### src/rtl/operand_loader_if.sv
// Handshake bundle between the character source, the operand loader and the adder.
interface operand_loader_if #(
    parameter int WIDTH = 5
);
    logic             ch_valid;
    logic [7:0]       ch_data;
    logic             ch_ready;
    logic [WIDTH-1:0] x;
    logic [WIDTH-1:0] y;
    logic             op_valid;
    logic             op_ready;
    logic             ovf;
    logic             err;

    // Character source and adder view: offers bytes, accepts operand pairs.
    modport master (
        output ch_valid, ch_data, op_ready,
        input  ch_ready, x, y, op_valid, ovf, err
    );

    // Loader view: accepts bytes, offers operand pairs.
    modport slave (
        input  ch_valid, ch_data, op_ready,
        output ch_ready, x, y, op_valid, ovf, err
    );
endinterface

### src/rtl/operand_loader.sv
// Parses "DD<term>DD<term>" ASCII streams into a binary x/y operand pair.
module operand_loader #(
    parameter int WIDTH       = 5,
    parameter bit STRICT_TERM = 1'b1
) (
    input logic             clk,
    input logic             rst_n,
    operand_loader_if.slave bus
);
    typedef enum logic [2:0] {
        X_TENS,
        X_ONES,
        X_TERM,
        Y_TENS,
        Y_ONES,
        Y_TERM,
        OUT
    } state_t;

    localparam int MAX_VAL = (1 << WIDTH) - 1;

    state_t           state_q, state_d;
    logic [3:0]       tens_q, tens_d;
    logic [WIDTH-1:0] x_q, x_d;
    logic [WIDTH-1:0] y_q, y_d;
    logic             ovf_q, ovf_d;
    logic             err_q, err_d;

    logic             accept;
    logic             isDigit;
    logic             termOk;
    logic [6:0]       value;
    logic             ovfNow;

    // An ASCII digit has high nibble 3, so its low nibble is the digit value.
    assign accept  = bus.ch_valid && (state_q != OUT);
    assign isDigit = (bus.ch_data[7:4] == 4'h3) && (bus.ch_data[3:0] <= 4'd9);
    assign termOk  = !STRICT_TERM || (bus.ch_data == 8'h0A);
    assign value   = 7'(tens_q) * 7'd10 + 7'(bus.ch_data[3:0]);
    assign ovfNow  = ({25'd0, value} > 32'(MAX_VAL));

    // Parser next state: digits and terminators advance, anything malformed restarts the pair.
    always_comb begin
        logic bad;
        bad     = 1'b0;
        state_d = state_q;
        tens_d  = tens_q;
        x_d     = x_q;
        y_d     = y_q;
        ovf_d   = ovf_q;
        err_d   = 1'b0;
        unique case (state_q)
            X_TENS: if (accept) begin
                ovf_d = 1'b0;
                if (isDigit) begin
                    tens_d  = bus.ch_data[3:0];
                    state_d = X_ONES;
                end else begin
                    bad = 1'b1;
                end
            end
            X_ONES: if (accept) begin
                if (isDigit) begin
                    x_d     = WIDTH'(value);
                    ovf_d   = ovfNow;
                    state_d = X_TERM;
                end else begin
                    bad = 1'b1;
                end
            end
            X_TERM: if (accept) begin
                if (termOk) state_d = Y_TENS;
                else        bad     = 1'b1;
            end
            Y_TENS: if (accept) begin
                if (isDigit) begin
                    tens_d  = bus.ch_data[3:0];
                    state_d = Y_ONES;
                end else begin
                    bad = 1'b1;
                end
            end
            Y_ONES: if (accept) begin
                if (isDigit) begin
                    y_d     = WIDTH'(value);
                    ovf_d   = ovf_q | ovfNow;
                    state_d = Y_TERM;
                end else begin
                    bad = 1'b1;
                end
            end
            Y_TERM: if (accept) begin
                if (termOk) state_d = OUT;
                else        bad     = 1'b1;
            end
            OUT: if (bus.op_ready) state_d = X_TENS;
            default: state_d = X_TENS;
        endcase
        if (bad) begin
            err_d   = 1'b1;
            ovf_d   = 1'b0;
            state_d = X_TENS;
        end
    end

    // State and operand registers; reset drops any partial or pending pair.
    always_ff @(posedge clk or negedge rst_n) begin
        if (!rst_n) begin
            state_q <= X_TENS;
            tens_q  <= '0;
            x_q     <= '0;
            y_q     <= '0;
            ovf_q   <= 1'b0;
            err_q   <= 1'b0;
        end else begin
            state_q <= state_d;
            tens_q  <= tens_d;
            x_q     <= x_d;
            y_q     <= y_d;
            ovf_q   <= ovf_d;
            err_q   <= err_d;
        end
    end

    assign bus.ch_ready = (state_q != OUT);
    assign bus.op_valid = (state_q == OUT);
    assign bus.x        = x_q;
    assign bus.y        = y_q;
    assign bus.ovf      = ovf_q;
    assign bus.err      = err_q;
endmodule

### src/flat_wrapper.sv
// flat-port wrapper written by rule: the top's interface ports become plain ports
module operand_loader_flat 
#(
    parameter int WIDTH       = 5,
    parameter bit STRICT_TERM = 1'b1
)
  (clk, rst_n, bus_ch_valid, bus_ch_data, bus_op_ready, bus_ch_ready, bus_x, bus_y, bus_op_valid, bus_ovf, bus_err);
  operand_loader_if #(.WIDTH(WIDTH)) bus_i ();
  input logic clk;
  input logic rst_n;
  input wire logic [$bits(bus_i.ch_valid)-1:0] bus_ch_valid;
  input wire logic [$bits(bus_i.ch_data)-1:0] bus_ch_data;
  input wire logic [$bits(bus_i.op_ready)-1:0] bus_op_ready;
  output wire logic [$bits(bus_i.ch_ready)-1:0] bus_ch_ready;
  output wire logic [$bits(bus_i.x)-1:0] bus_x;
  output wire logic [$bits(bus_i.y)-1:0] bus_y;
  output wire logic [$bits(bus_i.op_valid)-1:0] bus_op_valid;
  output wire logic [$bits(bus_i.ovf)-1:0] bus_ovf;
  output wire logic [$bits(bus_i.err)-1:0] bus_err;
  assign bus_i.ch_valid = bus_ch_valid;
  assign bus_i.ch_data = bus_ch_data;
  assign bus_i.op_ready = bus_op_ready;
  assign bus_ch_ready = bus_i.ch_ready;
  assign bus_x = bus_i.x;
  assign bus_y = bus_i.y;
  assign bus_op_valid = bus_i.op_valid;
  assign bus_ovf = bus_i.ovf;
  assign bus_err = bus_i.err;
  operand_loader #(.WIDTH(WIDTH), .STRICT_TERM(STRICT_TERM)) u_core (.clk(clk), .rst_n(rst_n), .bus(bus_i));
endmodule
### config.mk
export PLATFORM = sky130hd
export DESIGN_NAME = operand_loader_flat
export DESIGN_NICKNAME = d
export VERILOG_FILES = /design/src/rtl/operand_loader_if.sv /design/src/rtl/operand_loader.sv /design/src/flat_wrapper.sv
export SDC_FILE = /design/constraint.sdc
export NUM_CORES = 1
export LEC_CHECK = 0
export ABC_AREA = 1
export BUFFER_PORTS_ARGS = -buffer_cell sky130_fd_sc_hd__clkbuf_2
export CORE_ASPECT_RATIO = 0.6
export CORE_UTILIZATION = 40
export CTS_BUF_LIST = sky130_fd_sc_hd__clkbuf_8
export DETAILED_ROUTE_END_ITERATION = 8
export SYNTH_ARGS = -nofsm -noshare
export SYNTH_HDL_FRONTEND = slang
export SYNTH_SLANG_ARGS = --single-unit
### constraint.sdc
create_clock -name clk -period 4.95 [get_ports clk]
set_clock_uncertainty 0.2 [all_clocks]
set_input_delay 0.99 -clock clk [delete_from_list [all_inputs] [get_ports clk]]
set_output_delay 0.99 -clock clk [all_outputs]
set_load 0.05 [all_outputs]
==> out/results.txt <==
status = completed
GRT overflow = 0
Port Buffers = 25
footprint of the multi-input gates = 769.5 µm²
Rel. slew slack = 0.6861
clk sinks = 19
total I/O pin count = 26
die area = 3736 µm²
Mapped Area = 1395 µm²
Reg area = 475.5 µm²
clock-pin slew on the worst setup and hold paths = 0.07 ns
# setup viols final = 0
vias in the first global route = 1041
Slowest cell on crit path = dfrtp_1
# resized after CTS = 0
worst reg2reg endpoint = u_core.bus.ovf$_DFFE_PN0P_
Post-Synthesis Net Count = 207
Hold Path Depth = 2
sequential cell area fraction in the yosys report = 0.3408
Max Buffers Root-to-Sink = 2
DR pass1 iterations = 6
Avg Vias per Cell = 4.720
worst path cell trace = nand2_4 -> nor2_4 -> clkbuf_2
worst vdd ir = 0.2166 mV
Critical Path AT = 1.41 ns
Power Total = 0.5854 mW
first-pass GRT wire length = 4850 µm
fin crit share = 0.5244
Inserted Clock Buffers = 3
max_cap viols = 0
Warnings, synthesis = 0
Layout Cell Area excl Fill = 1589 µm²
leakage = 0.8977 nW
max-slew violations = 0
initial antenna violation count = 0
XOR/XNOR share of the synthesized area = 0.01883
final WL = 2933 µm
reg2reg path depth = 12
# rows = 16
Clock Root Buffer = clkbuf_8
unrepaired setup endpoints after global routing = no
Worst Path Required = 3.76 ns
Nets = 234
Worst-Margin Slew = 0.4709 ns
detailed placement HPWL = 2407 µm
Mean Syn Cell Area = 7.500 µm²
DP Area = 1543 µm²
final core occ = 0.4840
Pwr Density = 368.4 nW/µm²
Starting Density = 0.4249
WL/cell = 11.41 µm
core area = 3283 µm²
All-Layer GR Usage = 0.1754
CP peak stage delay = 0.62 ns
H-tree level count = 1
Hold Crit Class = flop to flop
largest net degree at the start of global routing = 20
Antenna Cells = 0
mux cell area share after synthesis = 0
Cells after Synth = 186
CTS Hold Buffers Added = 0
CP Capture Type = output pin
Fillers = 335
Synth Area in Adders = 0.09148
Iter 0 DRT Violations = 67
fmax = 385.3 MHz
flop2flop setup slack = 2.52 ns
WP buf/inv = 1
Setup CP Type = flop to output pin
Post-route DRC = 0
Worst Min Path Start = u_core.bus.y[1]$_DFFE_PN0P_
die span in y = 47.75 µm
layout cells sized above 1 = 0.2594
Die X = 78.24 µm
vias = 1213
count of cell types in the netlist = 25
main combinational cell family by area after synthesis = simple AND/OR/NAND/NOR gates
worst r2r src = u_core.tens_q[1]$_DFFE_PN0P_
clk_lat worst skew = 0.25 ns
CTS tree = built
number of routed nets with antenna violations = 0
Worst setup SP type = flop
Hold EP = u_core.bus.y[1]$_DFFE_PN0P_
min Tclk post-route = 2.596 ns
setup_tns = 0 ns
synth-to-layout area growth = 13.90%
Final GP Congestion = 0.8903
Synth Register Bits = 19
final hold violation count = 0
CP top delay family = flip-flops
Synth Area in Compound Gates = 0.06726
simple logic cell fraction of the synthesized area = 0.3740
Post-CTS Repair Setup Buffers = 0
CP Max Fanout = 9
through the flow:
stage | std cells | setup slack [ns] | hold WS [ns]
2_1_floorplan | 186 | 2.488 | 0.2846
5_1_grt | 257 | 2.265 | 0.3263
3_5_place_dp | 253 | 2.271 | 0.2812
3_3_place_gp | 253 | 2.307 | 0.2729
4_1_cts | 257 | 2.350 | 0.3002
6_report | 257 | 2.354 | 0.2988
worst min-delay path: cells and delay by family (launching register included):
kind            cells  cell delay, ns
simple gates        1            0.06
flops               1            0.35
compound gates      1            0.06
cells in the final DEF, fill, tap and decap left out:
cell,count
a21oi_1,5
a21oi_2,1
clkbuf_2,25
clkbuf_8,3
clkinv_2,1
dfrtp_1,19
fa_1,2
ha_1,7
inv_1,24
inv_2,3
inv_4,1
inv_6,1
nand2_1,61
nand2_2,10
nand2_4,2
nand3_1,9
nand3_2,2
nand3_4,1
nand4_1,3
nand4_4,1
nor2_1,12
nor2_2,1
nor2_4,3
o21ai_0,2
o21ai_1,10
xnor2_1,2
xor2_1,1
kinds of logic (layout without fill, tap and decap cells):
logic type | after synthesis | after routing
compound gates | 18 | 18
simple gates | 105 | 105
flops | 19 | 19
buf+inv | 32 | 58
fa+ha+maj | 9 | 9
xor+xnor | 3 | 3
area by class of cell:
class	count	area share
clock inverter	1	0.003150
multi-input combinational	135	0.4843
sequential	19	0.2992
tap	45	0.03543
inverter	29	0.07323
clock buffer	3	0.02598
timing repair buffer	25	0.07874
power by group:
group / switching [mW] / internal (mW)
Combinational: 0.176 / 0.0942
Sequential: 0.0308 / 0.177
Clock: 0.0513 / 0.0559
Total: 0.258 / 0.327
per-layer routing:
metal  track usage  wire length, µm  vias up
li1              -                -      627
met1        0.2521             1518      551
met2        0.2596             1175       35
met3       0.06286              239        0
met4       0.02593                0        0
met5             0                0        -
cells in the mapped netlist:
library cell / n / area, µm²
nand2_2: 10 / 62.56
inv_2: 3 / 11.26
ha_1: 7 / 87.58
dfrtp_1: 19 / 475.5
a21oi_1: 5 / 25.02
nand2_1: 61 / 229.0
nor2_4: 3 / 33.78
a21oi_2: 1 / 8.760
nand4_1: 3 / 18.77
inv_4: 1 / 6.260
xor2_1: 1 / 8.760
inv_1: 24 / 90.09
nor2_1: 12 / 45.04
nand2_4: 2 / 22.52
nand3_2: 2 / 20.02
inv_6: 1 / 8.760
nand4_4: 1 / 21.27
buf_6: 3 / 33.78
o21ai_0: 2 / 10.01
nand3_4: 1 / 17.52
nand3_1: 9 / 45.04
xnor2_1: 2 / 17.52
nor2_2: 1 / 6.260
fa_1: 2 / 40.04
o21ai_1: 10 / 50.05
worst max-delay path by stage:
stage               depth (start not counted)  slack, ns                     startpoint                         end
global route                                3       2.27  u_core.state_q[2]$_DFFE_PN0P_                bus_op_valid
detailed placement                         13       2.27                 bus_ch_data[1]  u_core.bus.ovf$_DFFE_PN0P_
finish                                      3       2.35  u_core.state_q[2]$_DFFE_PN0P_                bus_op_valid
floorplan                                  12       2.49                 bus_ch_data[1]  u_core.bus.ovf$_DFFE_PN0P_
CTS                                         3       2.35  u_core.state_q[2]$_DFFE_PN0P_                bus_op_valid
global placement                           13       2.31                 bus_ch_data[1]  u_core.bus.ovf$_DFFE_PN0P_
flip-flops by register name, summed over array words and instances (netlist names):
| name | flops |
|---|---|
| u_core.tens_q | 4 |
| u_core.bus.x | 5 |
| u_core.bus.err | 1 |
| u_core.state_q | 3 |
| u_core.bus.ovf | 1 |
| u_core.bus.y | 5 |
Note: power is estimated with default switching activity, not from simulation.
